==> src/rtl/load_store_unit.sv <==
// load_store_unit
//   Turns RV32I byte/halfword/word loads and stores into word-granular
//   data_memory accesses. It checks alignment, sign- or zero-extends loads,
//   and does a read-modify-write for SB/SH. Each request gets exactly one
//   response over a valid/ready handshake.
//
//   The enclosing level drives data_memory reset_n from ~reset.
//   data_memory reads combinationally: dmem_read_data is valid in the same
//   cycle as dmem_read_enable.
//
//   Optional build macro: LSU_BOUNDS_CHECK_EN. When it is defined, a request
//   whose word index (addr>>2) is >= DMEM_WORDS returns an error and touches
//   no memory. When it is undefined, the word index wraps modulo DMEM_WORDS.
//
//   Ports
//     clk, reset              clock; asynchronous active-high reset
//     req_valid/req_ready     request handshake (ready only in IDLE)
//     req_store, req_funct3   operation (RV32I funct3 encoding)
//     req_addr, req_wdata     byte address, store data
//     resp_valid/resp_ready   response handshake
//     resp_rdata, resp_error  extended load data (0 for stores/errors), error flag
//     dmem_*                  word index, read/write strobes, write data, read data

// One byte lane of the SB/SH merge. The lane takes the new store byte when the
// access covers it. Otherwise it keeps the byte read from memory.
module lsu_byte_lane #(
  parameter int LANE = 0
) (
  input  logic [1:0]  lane_sel,   // latched addr[1:0]
  input  logic        is_half,    // 1 = SH, 0 = SB
  input  logic [15:0] st_data,
  input  logic [7:0]  old_byte,
  output logic [7:0]  new_byte
);
  localparam logic [1:0] LANE_ID = 2'(LANE);

  logic hit;

  always_comb begin
    hit      = is_half ? (lane_sel[1] == LANE_ID[1]) : (lane_sel == LANE_ID);
    new_byte = old_byte;
    if (hit) new_byte = (is_half && LANE_ID[0]) ? st_data[15:8] : st_data[7:0];
  end
endmodule

module load_store_unit #(
  parameter int DMEM_WORDS = 1024,
  parameter int WORD_IDX_W = $clog2(DMEM_WORDS)
) (
  input  logic        clk,
  input  logic        reset,
  input  logic        req_valid,
  output logic        req_ready,
  input  logic        req_store,
  input  logic [2:0]  req_funct3,
  input  logic [31:0] req_addr,
  input  logic [31:0] req_wdata,
  output logic        resp_valid,
  input  logic        resp_ready,
  output logic [31:0] resp_rdata,
  output logic        resp_error,
  output logic [31:0] dmem_addr,
  output logic        dmem_read_enable,
  output logic        dmem_write_enable,
  output logic [31:0] dmem_write_data,
  input  logic [31:0] dmem_read_data
);
  typedef enum logic [2:0] {
    IDLE, LOAD, STORE_W, RMW_RD, RMW_WR, RESP
  } state_e;

  state_e      state_q, state_d;
  logic        req_ready_q, req_ready_d;
  logic        resp_valid_q, resp_valid_d;
  logic [31:0] resp_rdata_q, resp_rdata_d;
  logic        resp_error_q, resp_error_d;
  logic [31:0] dmem_addr_q, dmem_addr_d;
  logic        rd_en_q, rd_en_d;
  logic        wr_en_q, wr_en_d;
  logic [31:0] wr_data_q, wr_data_d;
  logic [2:0]  funct3_q, funct3_d;
  logic [1:0]  addr_lo_q, addr_lo_d;
  logic [15:0] st_data_q, st_data_d;

  // Request decode. This is only meaningful while req_valid is high in IDLE.
  logic [WORD_IDX_W-1:0] req_idx;
  logic                  misaligned, illegal, out_of_range, req_err;

  // Only the index bits reach data_memory. Without the bounds check, the
  // upper address bits are dropped on purpose.
  logic unused_addr_hi;
  assign unused_addr_hi = ^req_addr[31:WORD_IDX_W+2];

  always_comb begin
    req_idx    = req_addr[WORD_IDX_W+1:2];
    misaligned = ((req_funct3[1:0] == 2'b01) && req_addr[0]) ||
                 ((req_funct3[1:0] == 2'b10) && (req_addr[1:0] != 2'b00));
    if (req_store) illegal = req_funct3[2] || (req_funct3[1:0] == 2'b11);
    else           illegal = (req_funct3 == 3'b011) || (req_funct3[2:1] == 2'b11);
`ifdef LSU_BOUNDS_CHECK_EN
    out_of_range = (req_addr[31:2] >= 30'(DMEM_WORDS));
`else
    out_of_range = 1'b0;
`endif
    req_err = misaligned || illegal || out_of_range;
  end

  // Load extraction from the word returned in the LOAD cycle.
  logic [3:0][7:0] rd_bytes;
  logic [7:0]      ld_byte;
  logic [15:0]     ld_half;
  logic [31:0]     ld_result;

  always_comb begin
    rd_bytes = dmem_read_data;
    ld_byte  = rd_bytes[addr_lo_q];
    ld_half  = addr_lo_q[1] ? dmem_read_data[31:16] : dmem_read_data[15:0];
    case (funct3_q)
      3'b000:  ld_result = {{24{ld_byte[7]}}, ld_byte};
      3'b001:  ld_result = {{16{ld_half[15]}}, ld_half};
      3'b100:  ld_result = {24'h0, ld_byte};
      3'b101:  ld_result = {16'h0, ld_half};
      default: ld_result = dmem_read_data;
    endcase
  end

  // SB/SH merge: four byte lanes build the word written back in RMW_WR.
  logic [3:0][7:0] merged;

  for (genvar g = 0; g < 4; g++) begin : g_lane
    lsu_byte_lane #(.LANE(g)) u_lane (
      .lane_sel (addr_lo_q),
      .is_half  (funct3_q[0]),
      .st_data  (st_data_q),
      .old_byte (dmem_read_data[8*g +: 8]),
      .new_byte (merged[g])
    );
  end

  // Next-state logic. The strobes and response fields are set up one edge
  // early so that every output comes straight from a flop.
  always_comb begin
    state_d      = state_q;
    req_ready_d  = req_ready_q;
    resp_valid_d = resp_valid_q;
    resp_rdata_d = resp_rdata_q;
    resp_error_d = resp_error_q;
    dmem_addr_d  = dmem_addr_q;
    rd_en_d      = 1'b0;
    wr_en_d      = 1'b0;
    wr_data_d    = wr_data_q;
    funct3_d     = funct3_q;
    addr_lo_d    = addr_lo_q;
    st_data_d    = st_data_q;

    case (state_q)
      IDLE: begin
        if (req_valid && req_ready_q) begin
          req_ready_d = 1'b0;
          funct3_d    = req_funct3;
          addr_lo_d   = req_addr[1:0];
          st_data_d   = req_wdata[15:0];
          dmem_addr_d = {{(32-WORD_IDX_W){1'b0}}, req_idx};
          if (req_err) begin
            state_d      = RESP;
            resp_valid_d = 1'b1;
            resp_error_d = 1'b1;
            resp_rdata_d = 32'h0;
          end else if (!req_store) begin
            state_d = LOAD;
            rd_en_d = 1'b1;
          end else if (req_funct3 == 3'b010) begin
            state_d   = STORE_W;
            wr_en_d   = 1'b1;
            wr_data_d = req_wdata;
          end else begin
            state_d = RMW_RD;
            rd_en_d = 1'b1;
          end
        end
      end
      LOAD: begin
        state_d      = RESP;
        resp_valid_d = 1'b1;
        resp_error_d = 1'b0;
        resp_rdata_d = ld_result;
      end
      STORE_W: begin
        state_d      = RESP;
        resp_valid_d = 1'b1;
        resp_error_d = 1'b0;
        resp_rdata_d = 32'h0;
      end
      RMW_RD: begin
        state_d   = RMW_WR;
        wr_en_d   = 1'b1;
        wr_data_d = merged;
      end
      RMW_WR: begin
        state_d      = RESP;
        resp_valid_d = 1'b1;
        resp_error_d = 1'b0;
        resp_rdata_d = 32'h0;
      end
      RESP: begin
        if (resp_ready) begin
          state_d      = IDLE;
          resp_valid_d = 1'b0;
          req_ready_d  = 1'b1;
        end
      end
      default: begin
        state_d      = IDLE;
        req_ready_d  = 1'b1;
        resp_valid_d = 1'b0;
      end
    endcase
  end

  // Asynchronous reset clears the write strobe at once. A reset in RMW_WR
  // therefore never commits the merged word.
  always_ff @(posedge clk or posedge reset) begin
    if (reset) begin
      state_q      <= IDLE;
      req_ready_q  <= 1'b1;
      resp_valid_q <= 1'b0;
      resp_rdata_q <= 32'h0;
      resp_error_q <= 1'b0;
      dmem_addr_q  <= 32'h0;
      rd_en_q      <= 1'b0;
      wr_en_q      <= 1'b0;
      wr_data_q    <= 32'h0;
      funct3_q     <= 3'b000;
      addr_lo_q    <= 2'b00;
      st_data_q    <= 16'h0;
    end else begin
      state_q      <= state_d;
      req_ready_q  <= req_ready_d;
      resp_valid_q <= resp_valid_d;
      resp_rdata_q <= resp_rdata_d;
      resp_error_q <= resp_error_d;
      dmem_addr_q  <= dmem_addr_d;
      rd_en_q      <= rd_en_d;
      wr_en_q      <= wr_en_d;
      wr_data_q    <= wr_data_d;
      funct3_q     <= funct3_d;
      addr_lo_q    <= addr_lo_d;
      st_data_q    <= st_data_d;
    end
  end

  assign req_ready         = req_ready_q;
  assign resp_valid        = resp_valid_q;
  assign resp_rdata        = resp_rdata_q;
  assign resp_error        = resp_error_q;
  assign dmem_addr         = dmem_addr_q;
  assign dmem_read_enable  = rd_en_q;
  assign dmem_write_enable = wr_en_q;
  assign dmem_write_data   = wr_data_q;
endmodule
==> config.mk <==
export PLATFORM = sky130hd
export DESIGN_NAME = load_store_unit
export DESIGN_NICKNAME = d
export VERILOG_FILES = /design/src/rtl/load_store_unit.sv
export SDC_FILE = /design/constraint.sdc
export NUM_CORES = 1
export LEC_CHECK = 0
export ABC_AREA = 1
export BUFFER_PORTS_ARGS = -buffer_cell sky130_fd_sc_hd__buf_2
export CORE_MARGIN = 2
export CORE_UTILIZATION = 55
export DETAILED_ROUTE_END_ITERATION = 10
export PLACE_DENSITY_LB_ADDON = 0.08
export RECOVER_POWER = 25
export SYNTH_ARGS = -nofsm -noshare
export SYNTH_HDL_FRONTEND = slang
export SYNTH_HIERARCHICAL = 1
export SYNTH_SLANG_ARGS = --single-unit
==> constraint.sdc <==
create_clock -name clk -period 8.5 [get_ports clk]
set_input_delay 1.7 -clock clk [delete_from_list [all_inputs] [get_ports clk]]
set_output_delay 1.7 -clock clk [all_outputs]
set_load 0.03 [all_outputs]
## Word level (Yosys, flattened, before mapping)

Cells that the tools add are included.

| storage, ports and cells | value |
|---|---|
| flip-flop bits (word level) | 103 |
| bits of input ports | 104 |
| word-level logic and storage cells | 109 |

| cells by class | value |
|---|---|
| $lt $le $gt $ge | 1 |
| equality and inequality tests | 23 |
| mux-type cells | 46 |
| bitwise logic cells | 3 |
| reduce and logical (&&, ||, !) cells | 24 |

Operators with widths:

| kind | number |
|---|---|
| 2-to-1 mux 32 bit | 6 |
| case mux 32 bit (4 select lines) | 1 |
| case mux 32 bit (3 select lines) | 1 |
| case mux 32 bit (2 select lines) | 1 |
| 2-to-1 mux 8 bit | 6 |
| 2-to-1 mux 1 bit | 20 |
| binary-select mux 8 bit (select 2 bit) | 1 |
| 2-to-1 mux 16 bit | 1 |
| equality test 3 x 2 -> 1 bit (second input constant) | 4 |
| equality test 3 bit (second input constant) | 4 |
| inequality test 2 bit (second input constant) | 6 |
| case mux 3 bit (4 select lines) | 1 |
| equality test 2 bit (second input constant) | 5 |
| 2-to-1 mux 3 bit | 3 |
| AND reduction 3 bit | 3 |
| equality test 3 x 1 -> 1 bit (second input constant) | 2 |
| logical NOT 3 bit | 2 |
| nonzero test 2 bit | 3 |
| AND reduction 5 bit | 1 |
| equality test 2 x 1 -> 1 bit (second input constant) | 2 |
| logical OR 1 bit | 4 |
| case mux 1 bit (2 select lines) | 2 |
| case mux 1 bit (4 select lines) | 1 |
| AND reduction 2 bit | 2 |
| other kinds (11) | 15 |

## Logic depth before layout (Yosys ltp)

| logic depth | value |
|---|---|
| depth after elaboration | 7 |
| mapped depth | 10 |
| gate-level depth less buffers | 9 |

## Modules after synthesis

Netlist, hierarchy kept.

By module, submodules not included:

| module | instances | cells an instance | area each (um2) | sequential area each (um2) |
|---|---|---|---|---|
| load_store_unit | 1 | 729 | 5270.1 | 2578.7 |
| lsu_byte_lane (g_lane[3].u_lane) | 1 | 54 | 230.2 | 0.0 |
| lsu_byte_lane (g_lane[1].u_lane) | 1 | 54 | 217.7 | 0.0 |
| lsu_byte_lane (g_lane[2].u_lane) | 1 | 28 | 140.1 | 0.0 |
| lsu_byte_lane (g_lane[0].u_lane) | 1 | 28 | 130.1 | 0.0 |

## Least setup slack after synthesis

OpenSTA, ideal clock, no wires.

| timing | value |
|---|---|
| kind | input port to flip-flop |
| from | input port req_valid |
| to | register wr_data_q[0] (netlist: dmem_write_data[0]) |
| library setup time | 0.117 ns |
| data arrival time | 2.602 ns |
| required time | 8.383 ns |
| slack | 5.781 ns |
| stages on the path | 6 |
| path buffers | 1 |
| cells stage by stage | nand2_1 -> nor3_4 -> nand3_2 -> buf_2 -> nand3_1 -> nand2_1 |

| between the ends | value |
|---|---|
| longest elaborated chain between the ends | 3 |

RTL lines:

| item | RTL line | source |
|---|---|---|
| start: declaration | 52 | `input logic req_valid,` |
| logical AND 1 bit | 158 | `if (req_valid && req_ready_q) begin` |
| inequality test 2 bit (no source line) | - |  |
| AND reduction 5 bit (no source line) | - |  |
| end signal: assignment | 245 | `wr_data_q <= wr_data_d;` |
| end: declaration | 80 | `logic [31:0] wr_data_q, wr_data_d;` |

Every way passes these cells.
A chain may end at the register's enable or synchronous reset.

## Final worst setup path

| timing | value |
|---|---|
| from | input port req_valid |
| to | register funct3_q[2] |

| between the ends | value |
|---|---|
| longest elaborated chain between the ends | 2 |

RTL lines:

| item | RTL line | source |
|---|---|---|
| logical AND 1 bit | 158 |  |
| AND reduction 2 bit (no source line) | - |  |
| end signal: assignment | 246 | `funct3_q <= funct3_d;` |
| end: declaration | 81 | `logic [2:0] funct3_q, funct3_d;` |

Every way passes these cells.

==> flow_metrics.env <==
export IMPL_outcome="complete, no violations"
export IMPL_std_cell_rows=38
export IMPL_drtPass1Iterations=5
export IMPL_cts_clk_slew_worst_paths_ns=0.10
export IMPL_clock_path_buffers=2
export IMPL_drive_above_1_share=0.154
export IMPL_path_cells="buf_2, nand2_1, nor3_1, clkbuf_1, inv_1, o21ai_0"
export IMPL_clk_latency_ns=0.38
export IMPL_grt_pass1_vias=5114
export IMPL_critPathLaunchType="input pin"
export IMPL_wl_met1_mm=7.19
export IMPL_grt_total_usage=0.280
export IMPL_grt_first_pass_wirelength_mm=25.6
export IMPL_fin_setup_tns_ns=0
export IMPL_hp_class="register to register"
export IMPL_crit_type="input pin to register"
export IMPL_remaining_drc_errors=0
export IMPL_dieArea_um2=11700
export IMPL_fin_worst_skew_ns=0.0165
export IMPL_antennaDiodeCount=0
export IMPL_synthesis_area_um2=5990
export IMPL_required_ns=8.78
export IMPL_portBuffers=162
export IMPL_die_x_um=108
export IMPL_min_period_ns=4.74
export IMPL_synth_top_cell_area_share=0.426
export IMPL_wl_mm=16.1
export IMPL_synthCells=893
export IMPL_dpl_hpwl_mm=11.6
export IMPL_dr_wl_met3_mm=1.17
export IMPL_cts_made_buffers=9
export IMPL_fill_cells=1071
export IMPL_final_nets=1137
export IMPL_cp_top_family="buffers and inverters"
export IMPL_cts_tree="yes"
export IMPL_max_freq_mhz=211
export IMPL_powerDensity_nw_per_um2=367
export IMPL_pin_count=205
export IMPL_final_core_util=0.636
export IMPL_top_layer="met4"
export IMPL_end_kind="register"
export IMPL_area_growth_pct=14.2
export IMPL_cts_sinks=103
export IMPL_synth_distinct_cells=27
export IMPL_antenna_found_initial=0
export IMPL_yosysWarnings=6
export IMPL_tightestPinTransition_ns=1.28
export IMPL_seq_area_frac_synth=0.431
export IMPL_ant_nets=0
export IMPL_worst_path_largest_cell_delay_ns=1.01
export IMPL_drt_iter0_drc=449
export IMPL_peakVddDrop_mv=0.272
export IMPL_hold_viol=0
export IMPL_cts_root_buffer="clkbuf_8"
export IMPL_dieHeight_um=108
export IMPL_p_leak_uw=0.00397
export IMPL_cap_violations=0
export IMPL_arrival_ns=5.02
export IMPL_relSlewSlack=0.149
export IMPL_crit_slowest_cell="clkbuf_1"
export IMPL_initial_core_util=0.557
export IMPL_via_per_inst=4.97
export IMPL_synth_seq_cells=103
export IMPL_netlist_top_cells_area="dfrtp_1 (43%), nand2_1 (29%), nand3_1 (5.7%)"
export IMPL_cts_setup_buffers=0
export IMPL_gr_total_overflow=0
export IMPL_cts_resized_gates=0
export IMPL_setup_violations=0
export IMPL_synth_largest_area_cell="dfrtp_1"
export IMPL_path_max_fanout=31
export IMPL_core_area_um2=10700
export IMPL_post_route_period_util=0.557
export IMPL_wl_met2_mm=7.56
export IMPL_timing_final_max_slew_violations=0
export IMPL_place_congestion=0.932
export IMPL_rsz0062_at_grt="false"
export IMPL_syn_area_per_cell_um2=6.71
export IMPL_vias=5852
export IMPL_hold_buffers=0
export IMPL_path_buf_inv=3
export IMPL_grt_max_degree=99
export IMPL_h_tree_depth=3
export IMPL_wl_per_cell_um=13.7
[synth_stat cells]
cell type and instances:
buf_1 4, conb_1 1, nor2_1 45, buf_6 5, buf_2 11, dfstp_2 1, nor2_4 1, dfrtp_1 102
nand3_1 68, nand2_4 5, inv_2 8, nand3_2 2, nor3_4 1, clkbuf_8 1, inv_1 61, o21ai_2 1
o211ai_1 7, o21ai_0 43, nor2_2 1, buf_4 24, o21ai_4 1, or2_2 1, nand2_1 456, nor3_1 5
a21oi_1 21, clkbuf_1 16, nand2_2 1
[path summary, 6_finish.rpt]
kind                                    from                   to  slack [ns]  cells after the start
min in group asynchronous              reset  dmem_write_data[15]        1.45                      2
worst min-delay path            dmem_addr[5]         dmem_addr[5]        0.47                      2
worst max register to register     req_ready          funct3_q[2]        4.62                      5
worst max-delay path               req_valid          funct3_q[2]        3.76                      6
worst min register to register  dmem_addr[5]         dmem_addr[5]        0.47                      2
max in group asynchronous              reset        resp_rdata[2]        5.56                      3
[cell type report]
class | instances | area (µm²) | share of cell area
sequential | 103 | 2580 | 0.377
inverter | 69 | 260 | 0.0381
multi-input combinational | 681 | 2840 | 0.415
timing repair buffer | 169 | 802 | 0.117
tap | 140 | 175 | 0.0256
clock buffer | 12 | 155 | 0.0227
clock inverter | 4 | 30.0 | 0.00439
[per-stage QoR]
| step | hold WS [ns] | cells | worst slack (ns) | power, µW | area, µm² |
|---|---|---|---|---|---|
| 6_report | 0.474 | 1178 | 3.76 | 2510 | 6840 |
| 5_1_grt | 0.499 | 1178 | 3.34 | 2720 | 6840 |
| 4_1_cts | 0.477 | 1178 | 5.21 | 2540 | 6910 |
| 3_5_place_dp | 0.453 | 1162 | 4.81 | 2240 | 6730 |
| 3_3_place_gp | 0.451 | 1162 | 4.80 | 2220 | 6730 |
| 2_1_floorplan | 0.464 | 914 | 4.10 | 1880 | 6070 |
[logic make-up after synthesis]
| logic type | synth area share |
|---|---|
| simple gates | 0.396 |
| buf+inv | 0.107 |
| other cells | 0.000626 |
| compound gates | 0.0664 |
| flops | 0.431 |
[layout by cell type, fill, tap and decap left out]
cell type and instances:
nor2_2 1, clkinvlp_2 1, clkinvlp_4 1, clkbuf_1 48, clkinv_4 2, nand2_4 5
o21ai_2 1, dfrtp_1 102, o21ai_4 1, a21oi_1 21, nor2_1 45, inv_1 60
nor2_4 1, nor3_1 6, clkinv_2 1, nand3_2 2, nand2_1 456, buf_4 6
nand3_1 68, clkbuf_8 11, o21ai_0 43, dfstp_2 1, nand2_2 1, inv_2 8
buf_2 116, conb_1 22, o211ai_1 7, or2_2 1
[routing by layer]
metal / track usage / vias up
li1: - / 2983
met1: 0.403 / 2624
met2: 0.440 / 229
met3: 0.0446 / 16
met4: 0.0760 / 0
met5: 0 / -
[report_power, final]
| part | switching (µW) | internal, µW |
|---|---|---|
| Combinational | 986 | 377 |
| Clock | 175 | 123 |
| Sequential | 155 | 691 |
| Total | 1320 | 1190 |
[flip-flops by register name, summed over array words and instances (netlist names), 2 cells and up]
register and flops:
st_data_q 16, dmem_addr 10, dmem_write_data 32, addr_lo_q 2
funct3_q 3, resp_rdata 32, state_q 3
[worst register-to-register path, cell delays in order (launching register included)]
cell,delay [ns]
dfstp_2,0.55
nand2_1,0.07
nor3_1,0.91
clkbuf_1,1.01
inv_1,0.87
o21ai_0,0.39
No activity file was read; power rests on OpenSTA's default activity.
